===== src/rtl/uart_tx_encoder.sv =====
// UART 8N1 transmitter fed by a byte FIFO; serialises LSB-first at CLK_FREQ_HZ/BAUD cycles per bit.
// The line is driven from a register, so o_tx is glitch-free and idles high.
module uart_tx_encoder #(
    parameter int CLK_FREQ_HZ = 50000000,
    parameter int BAUD        = 115200,
    parameter int FIFO_DEPTH  = 16
) (
    input  logic                          clk,
    input  logic                          rstn,
    input  logic [7:0]                    i_data,
    input  logic                          i_valid,
    output logic                          o_ready,
    output logic                          o_tx,
    output logic                          o_busy,
    output logic [$clog2(FIFO_DEPTH):0]   o_level,
    output logic [1:0]                    o_state
);

    localparam int DIV = CLK_FREQ_HZ / BAUD;
    localparam int PW  = $clog2(FIFO_DEPTH);
    localparam int LW  = PW + 1;
    localparam int TW  = $clog2(DIV);
    localparam logic [TW-1:0] TIMER_MAX = TW'(DIV - 1);

    typedef enum logic [1:0] {
        S_IDLE  = 2'd0,
        S_START = 2'd1,
        S_DATA  = 2'd2,
        S_STOP  = 2'd3
    } state_t;

    state_t          state_q, state_d;
    logic [TW-1:0]   timer_q, timer_d;
    logic [2:0]      bit_q, bit_d;
    logic [7:0]      shift_q, shift_d;
    logic            tx_q, tx_d;
    logic [PW-1:0]   wr_ptr_q, rd_ptr_q;
    logic [LW-1:0]   level_q, level_d;
    logic [7:0]      mem_q [FIFO_DEPTH];
    logic            push, pop;

    // Handshake: a byte transfers on any rising edge where i_valid && o_ready;
    // o_ready depends only on the registered level, never on i_valid.
    assign o_ready = (level_q != LW'(FIFO_DEPTH));
    assign push    = i_valid && o_ready;
    assign o_tx    = tx_q;
    assign o_level = level_q;
    assign o_busy  = (state_q != S_IDLE) || (level_q != '0);
    assign o_state = state_q;

    always_comb begin
        state_d = state_q;
        timer_d = timer_q;
        bit_d   = bit_q;
        shift_d = shift_q;
        tx_d    = tx_q;
        pop     = 1'b0;
        case (state_q)
            S_IDLE: begin
                tx_d = 1'b1;
                if (level_q != '0) begin
                    pop     = 1'b1;
                    shift_d = mem_q[rd_ptr_q];
                    timer_d = TIMER_MAX;
                    state_d = S_START;
                    tx_d    = 1'b0;
                end
            end
            S_START: begin
                if (timer_q == '0) begin
                    timer_d = TIMER_MAX;
                    bit_d   = 3'd0;
                    state_d = S_DATA;
                    tx_d    = shift_q[0];
                end else begin
                    timer_d = timer_q - TW'(1);
                end
            end
            S_DATA: begin
                if (timer_q == '0) begin
                    timer_d = TIMER_MAX;
                    if (bit_q == 3'd7) begin
                        state_d = S_STOP;
                        tx_d    = 1'b1;
                    end else begin
                        shift_d = shift_q >> 1;
                        bit_d   = bit_q + 3'd1;
                        tx_d    = shift_q[1];
                    end
                end else begin
                    timer_d = timer_q - TW'(1);
                end
            end
            S_STOP: begin
                if (timer_q == '0) begin
                    // Chain straight into the next start bit when bytes are waiting.
                    if (level_q != '0) begin
                        pop     = 1'b1;
                        shift_d = mem_q[rd_ptr_q];
                        timer_d = TIMER_MAX;
                        state_d = S_START;
                        tx_d    = 1'b0;
                    end else begin
                        state_d = S_IDLE;
                        tx_d    = 1'b1;
                    end
                end else begin
                    timer_d = timer_q - TW'(1);
                end
            end
            default: begin
                state_d = S_IDLE;
                tx_d    = 1'b1;
            end
        endcase
    end

    always_comb begin
        level_d = level_q;
        case ({push, pop})
            2'b10:   level_d = level_q + LW'(1);
            2'b01:   level_d = level_q - LW'(1);
            default: level_d = level_q;
        endcase
    end

    always_ff @(posedge clk or negedge rstn) begin
        if (!rstn) begin
            state_q  <= S_IDLE;
            timer_q  <= '0;
            bit_q    <= '0;
            shift_q  <= '0;
            tx_q     <= 1'b1;
            wr_ptr_q <= '0;
            rd_ptr_q <= '0;
            level_q  <= '0;
        end else begin
            state_q  <= state_d;
            timer_q  <= timer_d;
            bit_q    <= bit_d;
            shift_q  <= shift_d;
            tx_q     <= tx_d;
            level_q  <= level_d;
            if (push) wr_ptr_q <= wr_ptr_q + PW'(1);
            if (pop)  rd_ptr_q <= rd_ptr_q + PW'(1);
        end
    end

    // Storage needs no reset: the pointers and level define what is valid.
    always_ff @(posedge clk) begin
        if (push) mem_q[wr_ptr_q] <= i_data;
    end

endmodule


===== config.mk =====
export PLATFORM = sky130hd
export DESIGN_NAME = uart_tx_encoder
export DESIGN_NICKNAME = d
export VERILOG_FILES = /design/src/rtl/uart_tx_encoder.sv
export SDC_FILE = /design/constraint.sdc
export NUM_CORES = 1
export LEC_CHECK = 0
export BUFFER_PORTS_ARGS = -buffer_cell sky130_fd_sc_hd__buf_2
export CAP_MARGIN = 10
export CORE_AREA = 3 3 118 120
export CTS_CLUSTER_SIZE = 20
export DETAILED_ROUTE_END_ITERATION = 10
export DIE_AREA = 0 0 121 123
export HOLD_SLACK_MARGIN = 0.02
export PLACE_DENSITY_LB_ADDON = 0.08
export SLEW_MARGIN = 20
export SYNTH_ARGS = -nofsm -noshare
export SYNTH_HDL_FRONTEND = slang
export SYNTH_SLANG_ARGS = --single-unit

===== constraint.sdc =====
create_clock -name clk -period 4.1 [get_ports clk]
set_clock_uncertainty 0.2 [all_clocks]
set_input_delay 0.82 -clock clk [delete_from_list [all_inputs] [get_ports clk]]
set_output_delay 0.82 -clock clk [all_outputs]
set_load 0.005 [all_outputs]

==> flow_summary.ini <==
[critical_path]
r2r_slack_ns = 0.79
critical_path_class = flop to flop
setup.worst_path.start = o_level[0]$_DFFE_PN0P_
arrival_ns = 3.46
end_kind = flop
r2r_start = o_level[0]$_DFFE_PN0P_
reg2reg_depth = 11
required_ns = 4.24
cp_max_fo = 7
rr_endpoint = o_level[4]$_DFFE_PN0P_
startpoint_type = flop

[floorplan]
die_area_sq_mm = 0.0149
dieWidth_um = 121
start_util_pct = 53.9
ios = 21
die_h_um = 123
rows = 42
core_sq_mm = 0.0131

[cells_and_area]
multi_input_area_sq_mm = 0.00214
fill_cells = 991
area.growth.synth_to_final_pct = 12.1
n_antenna_cell = 0
drive_gt1_share_pct = 21.2
final_util_pct = 60.4
fin_nets = 495
seq_area_sq_mm = 0.00475
fin_area_sq_mm = 0.00791

[global_routing]
grt_max_degree = 37
grt_pass1_vias = 3831
grt_overflow_total = 0
grt_pass1_wl_um = 21300
antenna_found_initial = 0
grtUsageTotal_pct = 19.9

[place]
dp_hpwl_um = 8760
post_dp_cell_area_sq_mm = 0.00735
gp_congestion = 0.820
place_ws_ns = 0.814
numPortBuffers = 20

[min_path]
hold_class = flop to flop
hold_depth = 2
min_to = o_tx$_DFFE_PN1P_
worstHoldStart = o_tx$_DFFE_PN1P_

[route]
drt_iter0_drc = 311
dr.pass1.iters = 4
drc = 0
vias = 3746
routed_via_density = 5.75
routedWlPerCell_um = 20.8
ant_nets = 0
totalWireLength_um = 13600

[flow_run]
cap_violations = 0

[synth]
yosys_most_used_dff = edfxtp_1
yosysWarnings = 0
async_flop_share_pct = 22.0
synthesis.nets = 468
avgSynthCellArea_sq_um = 16.1
synth_top_area_share_pct = 54.5
synth-seq-area-share_pct = 67.3
netlist_area_sq_mm = 0.00705
netlist_instances = 438
synth_edf_count = 128
synth.top_cells.by_count = 128 x edfxtp_1, 35 x dfrtp_1, 32 x mux4_2, 23 x nand2_1, 23 x nor2_1
yosysMostFrequentCell = edfxtp_1
synth_area_leaders = edfxtp_1 54%, dfrtp_1 12%, mux4_2 10%, ha_1 3.2%, a22oi_1 1.8%
synth_top_cell_by_area = edfxtp_1
yosys.cell_types.count = 56
ys_ff_latch = 164

[cts]
postCtsSetupBuffers = 0
cts.htree.levels = 4
cts_inserted_buffers = 17
post_cts_resized = 0
root_buffer = clkbuf_16
cts_tree = yes
clock_path_buffers = 2
clock-sinks = 164
ctsHoldBuffers = 0
clk_pin_slew_ns = 0.06
insertion_delay_ns = 0.42

[sta]
slew_headroom_pct = 33.8
fmax_mhz = 302
hold_viol = 0
finalCritPeriodShare_pct = 80.8
setup_viol = 0
period_minus_slack_ns = 3.31
tns_ns = 0
setup_ws_ns = 0.789
worst_pin_slew_ns = 0.990
slew_viol_final = 0
holdWs_ns = 0.287
rsz0062_at_grt = false

[power_and_ir_drop]
p_sw_share_pct = 33.8
internal_power_mw = 3.95
vdd_ir_drop_max_v = 0.000353
power_frac_seq_pct = 40.1
leakagePower_nw = 2.79
p_per_area_mw_per_mm2 = 754
power_switching_mw = 2.01
p_clk_share_pct = 25.4
combPwrFrac_pct = 34.5

[status]
outcome = completed
==> worst max-delay path by stage <==
stage	slack (ns)	cells after the start	endpoint
floorplan	0.99	13	o_level[4]$_DFFE_PN0P_
global placement	0.92	11	o_level[4]$_DFFE_PN0P_
detailed placement	0.81	11	o_level[4]$_DFFE_PN0P_
CTS	0.80	11	o_level[4]$_DFFE_PN0P_
global route	0.34	11	o_level[4]$_DFFE_PN0P_
finish	0.79	11	o_level[4]$_DFFE_PN0P_
==> stage by stage <==
step / power, mW / std cells
finish: 5.96 / 652
global route: 6.33 / 652
CTS: 6.01 / 652
detailed placement: 4.49 / 622
global placement: 4.45 / 622
floorplan: 3.94 / 438
==> registers in the layout (all words and copies together) (netlist names) <==
name / flops
mem_q: 128
wr_ptr_q: 4
shift_q: 8
o_tx: 1
bit_q: 3
rd_ptr_q: 4
o_level: 5
o_state: 2
timer_q: 9
==> routing by layer <==
| layer | GRT usage [%] | share of wire (%) |
|---|---|---|
| met1 | 27.9 | 44 |
| met2 | 30.9 | 49 |
| met3 | 4.21 | 5.0 |
| met4 | 8.00 | 1.3 |
| met5 | 0 | 0 |
==> critical path, stage by stage, from the launching register on <==
cell and delay, ns:
dfrtp_1 0.43, nor4_1 0.49, nor2b_1 0.46, nor3_1 0.10
buf_4 0.17, ha_1 0.24, ha_1 0.33, nor2b_1 0.14
o21ai_0 0.20, a21oi_1 0.10, nor3_1 0.21, xor2_1 0.16
==> cell usage in the layout (no fill, tap or decap), types with 2 or more instances in the layout <==
cell type / instances
bufinv_16: 2
clkbuf_16: 17
mux4_2: 32
nor3_1: 9
nor2_1: 23
inv_1: 20
nand3_1: 5
inv_6: 3
o21ai_0: 13
a22oi_1: 17
clkinv_4: 2
mux2i_1: 9
edfxtp_1: 128
buf_2: 20
nand4_1: 2
o22ai_1: 2
and2_1: 2
o211ai_1: 4
xnor2_1: 6
a31oi_1: 4
nor2b_1: 5
mux2_2: 2
clkinvlp_4: 2
clkinv_1: 2
nand2b_1: 4
or4_1: 2
dfrtp_1: 34
nor4_1: 2
a21oi_1: 22
xor2_1: 4
a21o_1: 2
nand2_1: 23
buf_4: 6
ha_1: 18
==> kinds of logic (layout without fill, tap and decap cells) <==
| kind of cell | Yosys count | in the layout | synth area share, % |
|---|---|---|---|
| AO/OA/AOI/OAI | 76 | 76 | 7.18 |
| XOR/XNOR | 10 | 10 | 1.24 |
| adder cells (fa/ha/maj) | 19 | 19 | 3.48 |
| buffers and inverters | 39 | 77 | 2.41 |
| flip-flops | 164 | 164 | 67.3 |
| multiplexers | 44 | 44 | 12.0 |
| AND/OR/NAND/NOR | 86 | 86 | 6.39 |
==> final cells by class <==
cell class | count | area share [%]
tap | 176 | 2.79
timing repair buffer | 27 | 2.09
multi-input combinational | 235 | 27.0
sequential | 164 | 60.0
clock buffer | 18 | 5.43
inverter | 20 | 0.950
clock inverter | 12 | 1.66
==> power groups by stage <==
stage / logic (mW) / registers [mW] / clock network (mW)
floorplan: 1.64 / 2.30 / 0
global placement: 2.03 / 2.41 / 0
detailed placement: 2.06 / 2.43 / 0
CTS: 2.08 / 2.39 / 1.54
global route: 2.27 / 2.44 / 1.61
finish: 2.06 / 2.39 / 1.51
Note: power is estimated with default switching activity, not from simulation.
